## src/rtl/cache_pkg.sv

```systemverilog
// Shared types and constants for the direct-mapped cache and its miss controller.
// The cache is 64 entries, word addressed, split into a 6-bit index and a 26-bit tag.
package cache_pkg;

  localparam int unsigned TAG_W  = 26;
  localparam int unsigned IDX_W  = 6;
  localparam int unsigned DATA_W = 32;
  localparam int unsigned ADDR_W = TAG_W + IDX_W;

  typedef struct packed {
    logic              valid;
    logic [TAG_W-1:0]  tag;
    logic [DATA_W-1:0] data;
  } cache_entry_t;

  typedef enum logic [2:0] {
    IDLE,
    RD_MEM,
    WR_MEM,
    FILL,
    RESP,
    ERR
  } ctrl_state_t;

  function automatic logic [IDX_W-1:0] idx_of(input logic [ADDR_W-1:0] addr);
    return addr[IDX_W-1:0];
  endfunction

  function automatic logic [TAG_W-1:0] tag_of(input logic [ADDR_W-1:0] addr);
    return addr[ADDR_W-1:IDX_W];
  endfunction

endpackage

```

## src/rtl/cache_miss_ctrl_sat_counter.sv

```systemverilog
// Saturating up-counter used for cache hit/miss performance statistics.
// It sticks at all-ones rather than wrapping.
module sat_counter #(
  parameter int unsigned W = 16
) (
  input  logic         clk,
  input  logic         rst,
  input  logic         inc,
  output logic [W-1:0] count
);

  always_ff @(posedge clk or posedge rst) begin
    if (rst) begin
      count <= '0;
    end else if (inc && (count != '1)) begin
      count <= count + 1'b1;
    end
  end

endmodule

```

## src/rtl/cache_miss_ctrl.sv

```systemverilog
// Miss controller in front of the direct-mapped cache: serves read hits in zero
// cycles, refills on read misses, and handles write-through/write-allocate stores.
module cache_miss_ctrl
  import cache_pkg::*;
#(
  parameter int unsigned CNT_W       = 16,
  parameter int unsigned MEM_TIMEOUT = 255
) (
  input  logic              clk,
  input  logic              rst,
  input  logic              cpu_req,
  input  logic              cpu_we,
  input  logic [31:0]       cpu_addr,
  input  logic [31:0]       cpu_wdata,
  output logic [31:0]       cpu_rdata,
  output logic              cpu_done,
  output logic              cpu_err,
  output logic [31:0]       c_addr,
  output logic              c_rden,
  output logic              c_wren,
  output logic [31:0]       c_wrdata,
  input  logic              c_hit,
  input  logic [31:0]       c_q,
  output logic              mem_req,
  output logic              mem_we,
  output logic [31:0]       mem_addr,
  output logic [31:0]       mem_wdata,
  input  logic              mem_ack,
  input  logic [31:0]       mem_rdata,
  output logic [CNT_W-1:0]  hit_cnt,
  output logic [CNT_W-1:0]  miss_cnt
);

  localparam logic [7:0] TIMEOUT_V = 8'(MEM_TIMEOUT);

  ctrl_state_t       state;
  ctrl_state_t       next_state;
  logic [31:0]       addr_q;
  logic [DATA_W-1:0] data_q;
  logic [7:0]        timer;
  logic              timed_out;
  logic              hit_inc;
  logic              miss_inc;

  // An ack arriving on the boundary cycle takes priority over the timeout.
  assign timed_out = (timer == TIMEOUT_V) && !mem_ack;

  always_ff @(posedge clk or posedge rst) begin
    if (rst) begin
      state <= IDLE;
    end else begin
      state <= next_state;
    end
  end

  always_comb begin
    next_state = state;
    case (state)
      IDLE: begin
        if (cpu_req) begin
          if (cpu_we)      next_state = WR_MEM;
          else if (!c_hit) next_state = RD_MEM;
        end
      end
      RD_MEM, WR_MEM: begin
        if (mem_ack)        next_state = FILL;
        else if (timed_out) next_state = ERR;
      end
      FILL:    next_state = RESP;
      RESP:    next_state = IDLE;
      ERR:     next_state = IDLE;
      default: next_state = IDLE;
    endcase
  end

  always_ff @(posedge clk or posedge rst) begin
    if (rst) begin
      addr_q <= '0;
      data_q <= '0;
      timer  <= '0;
    end else begin
      case (state)
        IDLE: begin
          timer <= '0;
          if (cpu_req && (cpu_we || !c_hit)) begin
            addr_q <= cpu_addr;
            data_q <= cpu_wdata;
          end
        end
        RD_MEM: begin
          timer <= timer + 1'b1;
          if (mem_ack) data_q <= mem_rdata;
        end
        WR_MEM: timer <= timer + 1'b1;
        default: ;
      endcase
    end
  end

  // Held at zero during reset so an abandoned memory request drops immediately.
  always_comb begin
    cpu_rdata = '0;
    cpu_done  = 1'b0;
    cpu_err   = 1'b0;
    c_addr    = '0;
    c_rden    = 1'b0;
    c_wren    = 1'b0;
    c_wrdata  = '0;
    mem_req   = 1'b0;
    mem_we    = 1'b0;
    mem_addr  = '0;
    mem_wdata = '0;
    hit_inc   = 1'b0;
    miss_inc  = 1'b0;
    if (!rst) begin
      c_addr = addr_q;
      case (state)
        IDLE: begin
          c_addr = cpu_addr;
          c_rden = cpu_req && !cpu_we;
          if (cpu_req && !cpu_we) begin
            if (c_hit) begin
              cpu_done  = 1'b1;
              cpu_rdata = c_q;
              hit_inc   = 1'b1;
            end else begin
              miss_inc  = 1'b1;
            end
          end
        end
        RD_MEM: begin
          mem_req  = 1'b1;
          mem_addr = addr_q;
        end
        WR_MEM: begin
          mem_req   = 1'b1;
          mem_we    = 1'b1;
          mem_addr  = addr_q;
          mem_wdata = data_q;
        end
        FILL: begin
          c_wren   = 1'b1;
          c_wrdata = data_q;
        end
        RESP: begin
          cpu_done  = 1'b1;
          cpu_rdata = data_q;
        end
        ERR: begin
          cpu_done = 1'b1;
          cpu_err  = 1'b1;
        end
        default: ;
      endcase
    end
  end

  sat_counter #(.W(CNT_W)) u_hit_cnt (
    .clk   (clk),
    .rst   (rst),
    .inc   (hit_inc),
    .count (hit_cnt)
  );

  sat_counter #(.W(CNT_W)) u_miss_cnt (
    .clk   (clk),
    .rst   (rst),
    .inc   (miss_inc),
    .count (miss_cnt)
  );

endmodule

```

## config.mk

```make
export PLATFORM = sky130hd
export DESIGN_NAME = cache_miss_ctrl
export DESIGN_NICKNAME = d
export VERILOG_FILES = /design/src/rtl/cache_pkg.sv /design/src/rtl/cache_miss_ctrl_sat_counter.sv /design/src/rtl/cache_miss_ctrl.sv
export SDC_FILE = /design/constraint.sdc
export NUM_CORES = 1
export LEC_CHECK = 0
export BUFFER_PORTS_ARGS = -buffer_cell sky130_fd_sc_hd__buf_2
export CORE_AREA = 2 2 130 132
export CTS_BUF_LIST = sky130_fd_sc_hd__clkbuf_16
export CTS_CLUSTER_SIZE = 14
export DETAILED_ROUTE_END_ITERATION = 8
export DIE_AREA = 0 0 132 134
export PLACE_DENSITY = 0.82
export SLEW_MARGIN = 10
export SYNTH_ARGS = -nofsm -noshare
export SYNTH_HDL_FRONTEND = slang
export SYNTH_HIERARCHICAL = 1
export SYNTH_SLANG_ARGS = --single-unit
```

## constraint.sdc

```tcl
create_clock -name clk -period 5.3 [get_ports clk]
set_input_delay 0.53 -clock clk [delete_from_list [all_inputs] [get_ports clk]]
set_output_delay 0.53 -clock clk [all_outputs]
set_load 0.005 [all_outputs]
```

Word-level counts from Yosys, hierarchy flattened

Index checks and enable logic that the tools add are counted.

Flip-flop bits (word level): 107
Bits in latches: 0
Memory bits (writable): 0
ROM bits: 0
Input port bits: 134
Output and inout bits: 198
Logic and storage cells: 81
Memories: 0

Add/subtract/negate cells: 3
$mul: 0
Div/mod/pow operators: 0
Order comparisons: 0
Eq/ne operators: 13
Shift-type cells: 0
Muxes and demuxes: 42
Bitwise operators: 0
Reductions and logical operators: 17

Operators with widths:

| kind                                          | number |
|---|---|
| two-way mux 32 bit                            | 13 |
| one-hot mux 32 bit (2 select lines)           | 2 |
| adder 16 x 1 -> 16 bit, second input constant | 2 |
| != test 16 bit, second input constant         | 2 |
| two-way mux 1 bit                             | 19 |
| one-hot mux 8 bit (2 select lines)            | 1 |
| two-way mux 3 bit                             | 5 |
| one-hot mux 3 bit (3 select lines)            | 1 |
| adder 8 x 1 -> 8 bit, second input constant   | 1 |
| == test 8 bit, second input constant          | 1 |
| == test 3 x 2 -> 1 bit, second input constant | 2 |
| == test 3 bit, second input constant          | 2 |
| != test 2 bit, second input constant          | 3 |
| AND reduction 3 bit                           | 2 |
| logical AND 1 bit                             | 5 |
| nonzero test 2 bit                            | 2 |
| OR reduction 2 bit                            | 2 |
| == test 3 x 1 -> 1 bit, second input constant | 1 |
| zero test 1 bit                               | 3 |
| zero test 3 bit                               | 1 |
| != test 3 x 1 -> 1 bit, second input constant | 1 |
| != test 3 bit, second input constant          | 1 |
| one-hot mux 1 bit (2 select lines)            | 1 |
| AND reduction 2 bit                           | 1 |
| logical OR 1 bit                              | 1 |

Depth between registers and ports, before layout

Gate-level depths: netlist of the first run.

Word-level depth: 6
Depth in mapped cells: 9
Mapped depth without buffers: 8

Cells and area by module

The synthesis of the first run kept the hierarchy.

Modules (own cells, without submodules):

| module          | times used | cells an instance | area each (um^2) | sequential area each (um^2) |
|---|---|---|---|---|
| cache_miss_ctrl | 1          | 595               | 4898.4           | 1876.8 |
| sat_counter     | 2          | 71                | 805.8            | 400.4 |

Least setup slack after synthesis of the first run

OpenSTA, ideal clock, no wires.

Path type: input-to-output
Start: input rst
End: output mem_addr[28]
Arrival time: 3.584 ns
Required time: 4.770 ns
Slack: 1.186 ns
Stages on the path: 4
Buffers on the path: 2
Path through: clkbuf_1 inv_1 clkbuf_1 and3_1

Word-level cells in the longest chain between the ends: 1

Ends and longest elaborated chain:

| item               | line                   | text |
|---|---|---|
| start, declared    | cache_miss_ctrl.sv:10  | `input logic rst,` |
| two-way mux 32 bit | cache_miss_ctrl.sv:115 | `if (!rst) begin` |
| end, declared      | cache_miss_ctrl.sv:26  | `output logic [31:0] mem_addr,` |

Every way passes these cells.

Worst setup path in the final report of the first run

Start: register state[0]
End: register data_q[29]

Word-level cells in the longest chain between the ends: 3
Elaborated cells between the ends (all ways): 7
Classes of those cells: 3 x eq/ne; 1 x mux; 3 x reduce/logical

Ends and longest elaborated chain:

| item                                                                        | line                  | text |
|---|---|---|
| start, declared                                                             | cache_miss_ctrl.sv:36 | `ctrl_state_t state;` |
| start signal, assigned                                                      | cache_miss_ctrl.sv:52 | `state <= next_state;` |
| == test 3 x 1 -> 1 bit / zero test 3 bit (equally long branches)            | cache_miss_ctrl.sv:82 | `case (state)` |
| != test 2 bit (no source line) / nonzero test 2 bit (equally long branches) | n/a                   |  |
| AND reduction 3 bit (no source line)                                        | n/a                   |  |
| end signal, assigned                                                        | cache_miss_ctrl.sv:87 | `data_q <= cpu_wdata;` |
| end signal, assigned                                                        | cache_miss_ctrl.sv:92 | `if (mem_ack) data_q <= mem_rdata;` |
| end, declared                                                               | cache_miss_ctrl.sv:39 | `logic [DATA_W-1:0] data_q;` |

Parallel ways exist; a longest one is shown, timed or not.
A chain may end at the register's enable or synchronous reset.

==> summary.txt, run 1 <==
Synth
  • Post-synthesis cell area: around 6500 um2
  • Synth Register Bits: 107
  • Area contributors post-synth: dfrtp_1 41%, mux2_1 5.7%, nand2_1 4.8%
  • Post-Syn Area per Cell: between 8 and 9 um2
  • Largest area contributor in the netlist: dfrtp_1
  • Post-Synth XOR/XNOR Area: under 10%
  • Cell variety after synth: 47
  • Ys async rst share: 100.0%
  • Mux contribution to synthesized area: about 6.9%
  • Simple-gate share of the synthesized area: between 20% and 30%
  • Post-synthesis adder-cell area fraction: 0.5766%
  • Ys Warns: 6
  • Number of flops mapped to enable cells by yosys: 0
  • Syn Inst Count: ~740
  • Post-Syn Nets: roughly 900
  • Largest family of logic cells by synthesized area: simple AND/OR/NAND/NOR gates
  • Yosys top cell area share: about two fifths
  • Sequential area share after synthesis: between 40% and 50%
  • Synth Area in Compound Gates: ~16%
  • Synth Flop Type: dfrtp_1

Final layout
  • Nets@finish: 1163
  • Layout cell share with drive strength beyond 1: between 40% and 50%
  • Antenna Cells: 0
  • Post-Layout Cell Count: around 1300
  • P&R area growth vs syn: 31.56%
  • Post-route cell area: 8564 um2

STA
  • Post-layout min period: 3.209 ns
  • Hold Vio Cnt, Final: 0
  • Fmax: 311.6 MHz
  • Clock Skew: around 0.0074 ns
  • RSZ-0062 raised after global routing: false
  • Slew @ Worst Pin: 1.001 ns
  • Max Slew Vio Count: 0
  • Slew HR: about a third
  • Finish-stage setup viols: 0
  • Fin Setup TNS: 0 ns
  • Final Cycle Share: approximately three fifths
  • Worst hold slack: approximately 0.4 ns

Placement
  • Global placer's final weighted congestion: between 0.9 and 1
  • Area after DPL: between 8000 and 9000 um2
  • # placed instances: 1235
  • DP HPWL: 15880 um
  • IO Port Bufs: about 330

Die
  • Die width: approximately 130 um
  • Total die area: approximately 18000 um2
  • Num rows: 47
  • I/O pin count: roughly 330
  • Die height: 134 um
  • Initial Util: about two fifths
  • Core box area: around 16000 um2

Routing
  • DR pass1 iterations: 4
  • Residual DRC: 0
  • Via count: 6907
  • WL final: ~22000 um
  • Vias/cell: 5.521
  • WL/cell: roughly 18 um
  • Antenna-violating nets left: 0
  • Iteration-0 DRC Markers: 349

Clock network
  • Hold Buf Count CTS: 0
  • Clk sink count: between 100 and 150
  • Clk_lat worst skew: between 0.3 and 0.4 ns
  • Clock Tree Buf Depth: 2
  • Root buf cell: clkbuf_16
  • Post CTS Setup Buffer Count: 0
  • Cts repair resizes: 0
  • CTS clock-pin slew for the worst setup and hold paths: roughly 0.080 ns
  • H-Tree Depth: 3
  • CTS buffer count: 9
  • TritonCTS clock tree: yes

Flow run
  • Max_cap viols: 0

GRT
  • GRT Max-Usage Layer: met2
  • Initial antenna violation count: 0
  • Met1 usage: 28.64%
  • Met3 track demand over resource: roughly 4.9%
  • Vias in the first global route: roughly 6600
  • Grt total ovfl: 0
  • Met2 GRT Util: 42.36%
  • Largest net degree at the start of global routing: between 60 and 70
  • Tot GR Track Use: about a quarter
  • Global-route wire length before repair: 34340 um

Setup path
  • Worst path cell trace: buf_4 > nor3_4 > buf_4 > nand3_4 > and2_2 > a21oi_1
  • Crit path kind: register to register
  • CP startpoint kind: register
  • CP Max Fanout: 65
  • Critical path endpoint category: register
  • Worst path slowest cell: and2_2
  • Reg2reg setup slack: 2.09 ns
  • Crit path top cell by count: buf_4
  • Crit path arrival time: between 3 and 4 ns
  • Largest stage delay, worst path: around 0.88 ns
  • WP data required: about 5.6 ns

Worst hold path
  • Path type of the worst min-delay path: input port to register

Power and ir drop
  • Total Power: 4.048 mW
  • Peak VDD IR: about 0.25 mV
  • Power density cells: 472.7 nW/um2
  • Pleak: about 4.5 nW

Outcome
  • Status: finished, final reports clean
## stage by stage
| stage | worst slack, ns | utilization (%) |
|---|---|---|
| after floorplan | 1.186 | - |
| after global placement | 2.031 | 50.68 |
| after detailed placement | 1.869 | 50.68 |
| after CTS | 1.876 | 52.56 |
| after global routing | 1.835 | 52.58 |
| final | 2.091 | 52.58 |
## state kept, by name, indices dropped and copies added, names as in the netlist
| name | flops |
|---|---|
| timer | 8 |
| u_hit_cnt/count | 16 |
| data_q | 32 |
| state | 3 |
| addr_q | 32 |
| u_miss_cnt/count | 16 |
## cells in the mapped netlist, types with 6 or more instances
library cell / number
nand4_1: 10
and3_1: 42
nand2_1: 83
nor3_1: 35
clkbuf_1: 38
nor4_1: 33
a21oi_1: 41
o22ai_1: 32
xnor2_1: 23
a22oi_1: 32
and4_1: 7
buf_1: 8
buf_2: 12
dfrtp_1: 107
mux2_1: 33
a21oi_2: 31
nor2_1: 44
and2_1: 6
nand3_1: 22
inv_1: 39
## cell usage in the layout (no fill, tap or decap), drive strengths merged, types with 6 or more instances in the layout
cell      n
mux2     37
nand2    85
nand4    14
nor4     35
nand3    22
and2      6
o22ai    32
nor2     44
dfrtp   107
and4      9
nor3     37
and3     44
a22oi    32
buf     341
o21ai     7
inv      43
xnor2    23
a21oi    72
clkbuf    9
## cell families (layout without fill, tap and decap cells)
logic type / after synthesis / after routing
AOI/OAI and AO/OA: 154 / 154
buffers and inverters: 102 / 396
DFF: 107 / 107
and+or+nand+nor: 307 / 307
adders and majority gates: 3 / 3
xor gates and xnor gates: 24 / 24
muxes: 40 / 40
## path summary, 6_finish.rpt
| check | from | endpoint | depth (start not counted) |
|---|---|---|---|
| worst min-delay path | cpu_addr[0] | addr_q[0]$_DFFE_PP0P_ | 2 |
| min in group asynchronous | rst | u_miss_cnt/count[6]$_DFFE_PP0P_ | 2 |
| max in group asynchronous | rst | addr_q[4]$_DFFE_PP0P_ | 3 |
| worst min register to register | timer[6]$_DFFE_PP0P_ | timer[6]$_DFFE_PP0P_ | 1 |
| worst max register to register | state[0]$_DFFE_PP0P_ | data_q[29]$_DFFE_PP0P_ | 6 |
| worst max-delay path | state[0]$_DFFE_PP0P_ | data_q[29]$_DFFE_PP0P_ | 6 |
## critical path: cells and delay by family, from the launching register on
kind | cells | cell delay [ns]
flip-flops | 1 | 0.36
AND/OR/NAND/NOR | 3 | 1.81
AO/OA/AOI/OAI | 1 | 0.27
buffers and inverters | 2 | 0.65
## where the power goes
part,switching [mW],internal [mW]
Sequential,0.215,1.10
Combinational,1.27,0.769
Clock,0.352,0.339
Total,1.84,2.21
## cell type report
type | instances | area [um2]
clock inverters | 7 | 81.33
well taps | 220 | 275.3
multi-input cells | 528 | 3425
repair buffers | 341 | 1732
clock buffers | 9 | 225.2
flip-flops and latches | 107 | 2678
fillers | 1512 | 7725
inverters | 39 | 148.9
## routing by layer
layer,part of all wire (%),vias to the layer above,wire [um]
met5,0,-,0
met3,7.5,47,1644
li1,-,3212,-
met2,49,338,10800
met1,40,3310,8734
met4,3.8,0,830
(Power assumes the default switching activity.)
==> run 2: changes to the inputs <==
clock period = 3.3 ns   (was 5.3 ns; I/O delays follow)
==> summary.txt, run 2 (synthesis gave the netlist of run 1 again) <==
Power and ir drop
  • Total Power: 6.469 mW (+60%)
  • Power density cells: 751.7 nW/um2 (+59%)
  • Peak VDD IR: 0.3973 mV (+59%)
  • Pleak: 4.557 nW (+0.35%)

Setup path
  • CP Max Fanout: 40 (-38%)
  • FF-to-FF End: data_q[29]$_DFFE_PP0P_
  • WP data required: 2.97 ns (-2.61 ns)
  • Crit path arrival time: 2.39 ns (-1.10 ns)
  • CP startpoint kind: register
  • Crit path kind: register to primary output
  • Reg2reg setup slack: 0.74 ns (-1.35 ns)
  • Reg2reg path depth: 5 (-1)
  • Reg-to-Reg Start: state[2]$_DFFE_PP0P_
  • Critical path endpoint category: primary output

Routing
  • WL final: 22590 um (+2.6%)
  • Vias/cell: 5.498 (-0.43%)
  • DR pass1 iterations: 5 (+1)
  • Iteration-0 DRC Markers: 386 (+11%)
  • Via count: 6916 (+0.13%)
  • Residual DRC: 0 (unchanged)
  • Antenna-violating nets left: 0 (unchanged)
  • WL/cell: 17.95 um (+2.0%)

Outcome
  • Status: finished, final reports clean

STA
  • Slew @ Worst Pin: 1.014 ns (+0.01390 ns)
  • RSZ-0062 raised after global routing: false
  • Clock Skew: 0.005002 ns (-0.002388 ns)
  • Fmax: around 370 MHz
  • Finish-stage setup viols: 0 (unchanged)
  • Max Slew Vio Count: 0 (unchanged)
  • Final Cycle Share: a little over 80%
  • Hold Vio Cnt, Final: 0 (unchanged)
  • Fin Setup TNS: 0 ns (unchanged)
  • Post-layout min period: 2.725 ns
  • Slew HR: 32.37% (-0.93 points)

GRT
  • Grt total ovfl: 0 (unchanged)
  • Vias in the first global route: 6635 (+0.060%)
  • Largest net degree at the start of global routing: 81 (+23%)
  • Initial antenna violation count: 5 (+5)
  • Tot GR Track Use: 24.90% (+0.61 points)
  • Global-route wire length before repair: 34810 um (+1.4%)

Clock network
  • Clk_lat worst skew: 0.35 ns (about the same)
  • CTS buffer count: 9 (unchanged)
  • Clk sink count: 107 (unchanged)
  • Hold Buf Count CTS: 0 (unchanged)
  • TritonCTS clock tree: yes
  • H-Tree Depth: 3 (unchanged)
  • Post CTS Setup Buffer Count: 0 (unchanged)
  • Root buf cell: clkbuf_16
  • Cts repair resizes: 0 (unchanged)
  • CTS clock-pin slew for the worst setup and hold paths: 0.07 ns (about the same)
  • Clock Tree Buf Depth: 2 (unchanged)

Die
  • Total die area: 17690 um2 (unchanged)
  • Num rows: 47 (unchanged)
  • I/O pin count: 332 (unchanged)
  • Die height: 134 um (unchanged)
  • Initial Util: 39.96% (unchanged)
  • Die width: 132 um (unchanged)
  • Core box area: 16290 um2 (unchanged)

Final layout
  • Largest regs: addr_q x32, data_q x32
  • Most common cell after layout, fill and taps aside: buf_2
  • Nets@finish: 1167 (+0.34%)
  • P&R area growth vs syn: 32.19%
  • Layout cell share with drive strength beyond 1: 40.39% (+0.13 points)
  • Most frequent cells in the layout: 331 x buf_2, 107 x dfrtp_1, 83 x nand2_1

Placement
  • DP HPWL: 16230 um (+2.2%)
  • Global placer's final weighted congestion: 0.9131 (-1.1%)
  • IO Port Bufs: 331 (unchanged)

Flow run
  • Max_cap viols: 0 (unchanged)

Worst hold path
  • Path type of the worst min-delay path: input port to asynchronous set/reset pin
-- run 2: changes by cell type in the layout (fill, tap and decap cells not counted), moves of 2 or more --
cell,change
diode_2,+3
buf_12,+2
clkinv_4,+4
buf_4,+2
clkinv_8,-2
inv_6,-2
-- run 2: layout make-up --
cell class	instances	area [um2]
Multi-Input combinational cell	528	3422
Clock inverter	7	62.56
Inverter	39	148.9
Sequential cell	107	2678
Tap cell	220	275.3
Clock buffer	9	225.2
Timing Repair Buffer	345	1787
Fill cell	1494	7684
Antenna cell	3	7.507
-- run 2: stage by stage --
| stage | area, um2 | std cells | util [%] | hold slack (ns) | setup slack [ns] |
|---|---|---|---|---|---|
| 3_5_place_dp | 8310 | 1239 | 51.02 | 0.4946 | 0.7076 |
| 6_report | 8606 | 1258 | 52.83 | 0.1336 | 0.5753 |
| 2_1_floorplan | 6511 | 737 | - | 0.2437 | 0.8855 |
| 5_1_grt | 8603 | 1257 | 52.82 | 0.1505 | 0.4250 |
| 3_3_place_gp | 8310 | 1239 | 51.02 | 0.4818 | 0.7671 |
| 4_1_cts | 8598 | 1255 | 52.78 | 0.1355 | 0.5642 |
-- run 2: where the power goes --
part           switching [mW]  internal (mW)  leakage (nW)  total [mW]
Sequential              0.359           1.77          1.32        2.13
Clock                   0.524          0.524         0.138        1.05
Combinational            2.03           1.27          3.10        3.29
-- run 2: worst max-delay path by stage --
stage | depth (start not counted) | startpoint | to
CTS | 7 | state[0]$_DFFE_PP0P_ | cpu_rdata[17]
finish | 7 | state[0]$_DFFE_PP0P_ | cpu_rdata[3]
floorplan | 4 | rst | mem_addr[28]
global route | 7 | state[0]$_DFFE_PP0P_ | cpu_rdata[17]
global placement | 5 | state[2]$_DFFE_PP0P_ | data_q[28]$_DFFE_PP0P_
detailed placement | 5 | state[2]$_DFFE_PP0P_ | data_q[29]$_DFFE_PP0P_
-- run 2: critical path, stage by stage, from the launching register on --
cell	delay, ns
dfrtp_1	0.41
buf_4	0.27
or3_4	0.40
nor3_4	0.16
buf_4	0.39
a22oi_1	0.17
nor2_1	0.11
buf_2	0.12
-- run 2: per-layer routing --
| metal | share of wire [%] | global-route usage (%) | vias to the layer above | wire (um) |
|---|---|---|---|---|
| met5 | 0.11 | 0 | - | 24 |
| met4 | 3.0 | 11.35 | 4 | 686 |
| met3 | 7.9 | 5.556 | 47 | 1793 |
| met2 | 50 | 43.26 | 352 | 11210 |
| met1 | 39 | 29.51 | 3282 | 8870 |
| li1 | - | - | 3231 | - |
